File: src/rtl/virtual_address_sequencer.sv
// Arbitrates the CPU virtual address register between fetch, load/store and MMU readback,
// pulses the VA register load for one cycle, then runs the MMU/bus access for fetch/data.
module virtual_address_sequencer #(
  parameter int unsigned         TimeoutCycles = 255,
  parameter int unsigned         TimeoutWidth  = 8,
  parameter int unsigned         SrcWidth      = 2,
  parameter logic [SrcWidth-1:0] SrcPc         = SrcWidth'(0),
  parameter logic [SrcWidth-1:0] SrcAddr       = SrcWidth'(1),
  parameter logic [SrcWidth-1:0] SrcMmu        = SrcWidth'(2)
) (
  input  logic                clk_i,
  input  logic                rst_ni,
  input  logic                fetch_request_i,
  input  logic                data_request_i,
  input  logic                data_write_i,
  input  logic                mmu_request_i,
  output logic                va_write_enable_o,
  output logic [SrcWidth-1:0] va_write_data_source_o,
  output logic                bus_request_o,
  output logic                bus_write_o,
  input  logic                bus_acknowledge_i,
  input  logic                bus_fault_i,
  output logic                busy_o,
  output logic [1:0]          grant_o,
  output logic                fetch_done_o,
  output logic                data_done_o,
  output logic                mmu_done_o,
  output logic                fault_o,
  output logic                fault_timeout_o
);

  typedef enum logic [1:0] {StIdle, StLoad, StAccess, StComplete} state_e;

  localparam logic [1:0] GrantNone  = 2'd0;
  localparam logic [1:0] GrantFetch = 2'd1;
  localparam logic [1:0] GrantData  = 2'd2;
  localparam logic [1:0] GrantMmu   = 2'd3;

  localparam bit TimeoutEn = (TimeoutCycles != 0);
  localparam logic [TimeoutWidth-1:0] TimeoutLast =
      TimeoutWidth'((TimeoutCycles == 0) ? 32'd0 : TimeoutCycles - 32'd1);

  state_e                  state_q, state_d;
  logic [1:0]              grant_q, grant_d;
  logic                    write_q, write_d;
  logic [TimeoutWidth-1:0] count_q, count_d;
  logic                    fault_q, fault_d;
  logic                    timeout_q, timeout_d;

  always_ff @(posedge clk_i or negedge rst_ni) begin
    if (!rst_ni) begin
      state_q   <= StIdle;
      grant_q   <= GrantNone;
      write_q   <= 1'b0;
      count_q   <= '0;
      fault_q   <= 1'b0;
      timeout_q <= 1'b0;
    end else begin
      state_q   <= state_d;
      grant_q   <= grant_d;
      write_q   <= write_d;
      count_q   <= count_d;
      fault_q   <= fault_d;
      timeout_q <= timeout_d;
    end
  end

  always_comb begin
    state_d                = state_q;
    grant_d                = grant_q;
    write_d                = write_q;
    count_d                = count_q;
    fault_d                = fault_q;
    timeout_d              = timeout_q;
    va_write_enable_o      = 1'b0;
    va_write_data_source_o = SrcPc;
    bus_request_o          = 1'b0;
    bus_write_o            = 1'b0;
    fetch_done_o           = 1'b0;
    data_done_o            = 1'b0;
    mmu_done_o             = 1'b0;
    fault_o                = 1'b0;
    fault_timeout_o        = 1'b0;

    unique case (state_q)
      StIdle: begin
        // Fixed priority: mmu > data > fetch.
        if (mmu_request_i) begin
          grant_d = GrantMmu;
          write_d = 1'b0;
          state_d = StLoad;
        end else if (data_request_i) begin
          grant_d = GrantData;
          write_d = data_write_i;
          state_d = StLoad;
        end else if (fetch_request_i) begin
          grant_d = GrantFetch;
          write_d = 1'b0;
          state_d = StLoad;
        end
      end
      StLoad: begin
        va_write_enable_o = 1'b1;
        case (grant_q)
          GrantData: va_write_data_source_o = SrcAddr;
          GrantMmu:  va_write_data_source_o = SrcMmu;
          default:   va_write_data_source_o = SrcPc;
        endcase
        count_d   = '0;
        fault_d   = 1'b0;
        timeout_d = 1'b0;
        state_d   = (grant_q == GrantMmu) ? StComplete : StAccess;
      end
      StAccess: begin
        bus_request_o = 1'b1;
        bus_write_o   = write_q;
        if (count_q != {TimeoutWidth{1'b1}}) count_d = count_q + 1'b1;
        // A fault outranks a simultaneous acknowledge.
        if (bus_fault_i) begin
          fault_d = 1'b1;
          state_d = StComplete;
        end else if (bus_acknowledge_i) begin
          state_d = StComplete;
        end else if (TimeoutEn && (count_q == TimeoutLast)) begin
          fault_d   = 1'b1;
          timeout_d = 1'b1;
          state_d   = StComplete;
        end
      end
      StComplete: begin
        if (fault_q) begin
          fault_o         = 1'b1;
          fault_timeout_o = timeout_q;
        end else begin
          fetch_done_o = (grant_q == GrantFetch);
          data_done_o  = (grant_q == GrantData);
          mmu_done_o   = (grant_q == GrantMmu);
        end
        grant_d = GrantNone;
        state_d = StIdle;
      end
      default: state_d = StIdle;
    endcase
  end

  assign busy_o  = (state_q != StIdle);
  assign grant_o = grant_q;

endmodule

File: config.mk
export PLATFORM = sky130hd
export DESIGN_NAME = virtual_address_sequencer
export DESIGN_NICKNAME = d
export VERILOG_FILES = /design/src/rtl/virtual_address_sequencer.sv
export SDC_FILE = /design/constraint.sdc
export NUM_CORES = 1
export LEC_CHECK = 0
export CAP_MARGIN = 20
export CORE_MARGIN = 5
export CORE_UTILIZATION = 50
export CTS_CLUSTER_DIAMETER = 120
export DETAILED_ROUTE_END_ITERATION = 7
export GPL_ROUTABILITY_DRIVEN = 0
export PLACE_DENSITY = 0.79
export SLEW_MARGIN = 20
export SYNTH_ARGS = -nofsm -noshare
export SYNTH_HDL_FRONTEND = slang
export SYNTH_SLANG_ARGS = --single-unit
File: constraint.sdc
create_clock -name clk_i -period 4.68 [get_ports clk_i]
set_clock_uncertainty 0.15 [all_clocks]
set_input_delay 0.702 -clock clk_i [delete_from_list [all_inputs] [get_ports clk_i]]
set_output_delay 0.702 -clock clk_i [all_outputs]
set_load 0.05 [all_outputs]
==> results of run 1 <==
through the flow:
stage | hold WS, ps | utilization | total power (µW) | worst slack, ps
after floorplan | 256 | - | 534 | 1930
after global placement | 339 | 0.659 | 643 | 2040
after CTS | 375 | 0.675 | 736 | 1660
after global routing | 399 | 0.675 | 790 | 1550
final | 379 | 0.675 | 733 | 1670
after detailed placement | 350 | 0.659 | 655 | 2010
flip-flops by register name, summed over array words and instances (netlist names):
| register | count |
|---|---|
| timeout_q | 1 |
| write_q | 1 |
| count_q | 8 |
| grant_o | 2 |
| fault_q | 1 |
| state_q | 2 |
report_power, final:
part           switching (µW)  leakage, µW  internal, µW
Sequential               46.6     0.000197           169
Clock                    45.3    0.0000177          31.8
Combinational             280     0.000283           161
Total                     371     0.000497           361
kinds of logic after synthesis:
| kind of cell | synth area share |
|---|---|
| buffers and inverters | 0.0323 |
| AND/OR/NAND/NOR | 0.269 |
| adder cells (fa/ha/maj) | 0.0941 |
| flip-flops | 0.403 |
| multiplexers | 0.0444 |
| AO/OA/AOI/OAI | 0.157 |
how the worst min path moves through the flow:
stage,cells after the start,startpoint,end
floorplan,0,rst_ni,count_q[0]$_DFFE_PN0P_
global placement,1,timeout_q$_DFFE_PN0P_,timeout_q$_DFFE_PN0P_
detailed placement,1,write_q$_DFFE_PN0P_,write_q$_DFFE_PN0P_
CTS,1,write_q$_DFFE_PN0P_,write_q$_DFFE_PN0P_
global route,1,timeout_q$_DFFE_PN0P_,timeout_q$_DFFE_PN0P_
finish,1,timeout_q$_DFFE_PN0P_,timeout_q$_DFFE_PN0P_
synthesized netlist by cell type, drive strengths merged:
cell	instances
a21oi	2
a32oi	1
nor3b	3
nor3	5
a31o	1
o2bb2ai	1
o211ai	1
nand2	6
ha	7
nand3	5
mux2i	3
and2	2
nor4b	1
o41ai	2
a21o	1
mux2	1
inv	5
o31ai	2
nand3b	1
nand2b	2
nor4	3
and3	2
o21ai	6
and3b	1
a211oi	1
nand4	2
o311ai	1
buf	1
nor2b	2
nor2	8
a22o	1
dfrtp	15
layout make-up:
class / instances / area [µm²] / area share
Tap cell: 25 / 31.3 / 0.0265
Sequential cell: 15 / 375 / 0.318
Multi-Input combinational cell: 74 / 526 / 0.446
Timing Repair Buffer: 20 / 200 / 0.170
Clock inverter: 1 / 5.00 / 0.00425
Inverter: 5 / 18.8 / 0.0159
Clock buffer: 3 / 22.5 / 0.0191
worst register-to-register path: stages, from the launching register on:
cell and delay (ps):
dfrtp_1 410, ha_1 210, nand3_1 100, o21ai_2 390, mux2_2 390, a21o_1 170
metal layers:
metal | global-route usage | up-vias
met2 | 0.293 | 29
met4 | 0.115 | 0
li1 | - | 399
met5 | 0 | -
met1 | 0.241 | 388
met3 | 0.0394 | 6
placed cells by master (no fill, tap or decap), types with 3 or more instances in the layout:
cell type / netlist / final
nor3_1: 5 / 5
inv_1: 5 / 5
clkbuf_4: 0 / 3
nor2_1: 8 / 8
dfrtp_1: 15 / 15
nand2_1: 6 / 6
ha_1: 7 / 7
nor3b_1: 3 / 3
clkdlybuf4s50_1: 0 / 20
mux2i_1: 3 / 3
nand3_1: 5 / 5
o21ai_0: 4 / 4
==> impl_metrics.yaml, run 1 <==
placed_design:
  portBuffers: 20
  dpl.cell_count: 139
  dpl.hpwl_um: 1610
  placed_area_um2: 1150
sta:
  drv_slew: 0
  rsz0062_at_grt: "false"
  relSlewSlack: 0.548
  hold_violations: 0
  fin_crit_sh: 0.644
  min_period_ps: 3010
  finalSetupTns_ps: 0
  max_clock_freq_mhz: 332
  setup_violations: 0
  tightest_slew_ps: 677
critical_path:
  r2r-start: "count_q[0]$_DFFE_PN0P_"
  crit_fanout: 8
  path_depth: 4
  crit_path_start_kind: "flip-flop"
  max_stage_delay_ps: 790
  r2r_setup_slack_ps: 2760
  endpoint_kind: "output port"
  crit_family: "buffers and inverters"
  critical_path_arrival_ps: 2160
  crit_path_cell_trace: "inv_1, ha_1, and2_1, clkdlybuf4s50_1"
  worst_path_max_delay_cell: "clkdlybuf4s50_1"
  required_ps: 3830
  worst_setup_path_endpoint: "bus_write_o"
  rr_endpoint: "count_q[3]$_DFFE_PN0P_"
  path_class: "reg2out"
  worst_r2r_path_depth: 5
  critical_path.startpoint: "state_q[0]$_DFFE_PN0P_"
  critical_path_buf_inv_count: 2
global_route:
  antenna_found_initial: 0
  grt_pass1_vias: 828
  grt_pass1_wl_um: 3820
  track_usage: 0.190
  overflow: 0
  grt_max_degree: 16
finish:
  fin_cells: 143
  syn_to_final_growth_pct: 26.6
  layout-drive-gt1-share: 0.0932
  final_cell_area_um2: 1180
  nNetsFinal: 134
  n_antenna_cell: 0
  fillerInstances: 157
run:
  maxCapViolCount: 0
cts:
  cts_tree: "built"
  cts_max_path_buffers: 2
  cts_setup_buffers: 0
  cts_buffers: 3
  clock_latency_ps: 290
  cts-root-buf: "clkbuf_4"
  numClockSinks: 15
  cts_hold_buf: 0
  cts_max_level: 1
  cts_resized: 0
  clkSlewWorstSetupHoldPaths_ps: 100
route:
  viasPerCell: 5.75
  drtPass1Iterations: 4
  maxUsedRoutingLayer: "met4"
  wire_per_inst_um: 14.6
  met1_length_um: 969
  drc: 0
  route.met2.wl_um: 939
  wl_um: 2090
  met3_length_um: 123
  vias: 822
  ant_nets: 0
  drt_iter0_markers: 11
outcome:
  status: "finished clean"
synthesis:
  yosysSeqAreaShare: 0.403
  ys_top_cells_by_area: "dfrtp_1, ha_1, mux2i_1, nor2_1, nand3_1"
  synth_warnings: 0
  yosysTopAreaCellShare: 0.403
  syn_area_per_cell_um2: 9.80
  syn_inst: 95
  ys_ff_latch: 15
  yosysTopAreaCell: "dfrtp_1"
  synth_cell_types: 35
  syn_nets: 110
  synth_area_um2: 931
floorplanning:
  die_h_um: 53.2
  die-area_um2: 2820
  core_area_um2: 1750
  initial_core_util: 0.533
  die_x_um: 53.2
  io_pins: 21
  rows: 15
pwr:
  power_density_nw_per_um2: 622
  peakVddDrop_mv: 0.514
  p_leak_uw: 0.000497
hold_path:
  hp-class: "reg2reg"
No activity file was read; power rests on OpenSTA's default activity.
==> run 2, diff against run 1 <==
- CORE_UTILIZATION: 50 -> 49
- PLACE_DENSITY: 0.79 -> 0.78
- clock period: 4.68 -> 3.1 ns (I/O delays scaled with it)
==> impl_metrics.yaml, run 2 (same netlist as run 1, synthesis figures left out) <==
sta:
  fin_crit_sh: 0.887
  rsz0062_at_grt: "false"
  min_period_ps: 2750
  drv_slew: 0
  setup_violations: 0
  hold_violations: 0
  max_clock_freq_mhz: 364
  finalSetupTns_ps: 0
  relSlewSlack: 0.555
  tightest_slew_ps: 666
cts:
  cts_buffers: 3
  cts_resized: 0
  cts_setup_buffers: 0
  cts_tree: "built"
  cts_max_level: 1
  clock_latency_ps: 280
  cts-root-buf: "clkbuf_4"
  numClockSinks: 15
  cts_hold_buf: 0
  cts_max_path_buffers: 2
  clkSlewWorstSetupHoldPaths_ps: 90
outcome:
  status: "finished clean"
floorplanning:
  rows: 15
  die_x_um: 53.6
  io_pins: 21
  initial_core_util: 0.528
  die-area_um2: 2870
  core_area_um2: 1760
  die_h_um: 53.6
finish:
  regMostFlops: "count_q"
  n_antenna_cell: 0
  final_common_cell: "clkdlybuf4s50_1"
  layout-drive-gt1-share: 0.0847
  nNetsFinal: 134
  syn_to_final_growth_pct: 26.5
  layout_common_cells: "clkdlybuf4s50_1, dfrtp_1, nor2_1, ha_1, nand2_1"
  largest_register_ffs: 8
  final_cell_area_um2: 1180
route:
  ant_nets: 0
  drc: 0
  viasPerCell: 5.57
  wire_per_inst_um: 13.5
  wl_um: 1930
  drt_iter0_markers: 11
  drtPass1Iterations: 4
  vias: 796
hold_path:
  hp-class: "reg2reg"
pwr:
  p_leak_uw: 0.000495
  peakVddDrop_mv: 0.765
  power_density_nw_per_um2: 928
  finalPower_uw: 1090
critical_path:
  endpoint_kind: "output port"
  critical_path_buf_inv_count: 2
  crit_path_start_kind: "flip-flop"
  critical_path_arrival_ps: 2130
  required_ps: 2480
  max_stage_delay_ps: 800
  crit_fanout: 8
  worst_path_max_delay_cell: "clkdlybuf4s50_1"
  path_class: "reg2out"
  crit_family: "buffers and inverters"
  crit_path_cell_trace: "inv_1, ha_1, and2_1, clkdlybuf4s50_1"
  r2r_setup_slack_ps: 1190
global_route:
  grt_pass1_wl_um: 3360
  grt_max_degree: 16
  antenna_found_initial: 0
  overflow: 0
  track_usage: 0.163
  grt_pass1_vias: 750
placed_design:
  portBuffers: 20
  dpl.hpwl_um: 1540
  placed_area_um2: 1150
run:
  maxCapViolCount: 0
run 2: layout make-up:
cell class / count / area, µm²
clock buffers: 4 / 26.3
inverters: 5 / 18.8
fillers: 158 / 587
multi-input cells: 74 / 526
flip-flops and latches: 15 / 375
well taps: 25 / 31.3
repair buffers: 20 / 200
run 2: final timing paths:
| check | cells after the start | endpoint | from |
|---|---|---|---|
| max in group asynchronous | 1 | count_q[0]$_DFFE_PN0P_ | rst_ni |
| min | 1 | timeout_q$_DFFE_PN0P_ | timeout_q$_DFFE_PN0P_ |
| min in group asynchronous | 1 | fault_q$_DFFE_PN0P_ | rst_ni |
| max | 4 | bus_write_o | state_q[0]$_DFFE_PN0P_ |
| max reg2reg | 5 | count_q[3]$_DFFE_PN0P_ | count_q[0]$_DFFE_PN0P_ |
| min reg2reg | 1 | timeout_q$_DFFE_PN0P_ | timeout_q$_DFFE_PN0P_ |
run 2: stage by stage:
step / util / instances / hold WS (ps) / setup slack, ps
5_1_grt: 0.667 / 143 / 387 / 232
6_report: 0.667 / 143 / 363 / 350
3_5_place_dp: 0.652 / 139 / 342 / 657
3_3_place_gp: 0.652 / 139 / 337 / 705
2_1_floorplan: - / 95 / 19.4 / 591
4_1_cts: 0.667 / 143 / 362 / 338
run 2: where the power goes:
| group | internal [µW] | switching (µW) |
|---|---|---|
| registers | 255 | 68.1 |
| logic | 242 | 418 |
| clock network | 50.0 | 59.6 |
| total | 547 | 545 |
run 2: layer usage:
metal | vias to the layer above | global-route usage | share of wire
met5 | - | 0 | 0
met3 | 2 | 0.0609 | 0.067
met2 | 19 | 0.237 | 0.44
met4 | 0 | 0.0383 | 0.0078
li1 | 400 | - | -
met1 | 375 | 0.227 | 0.49
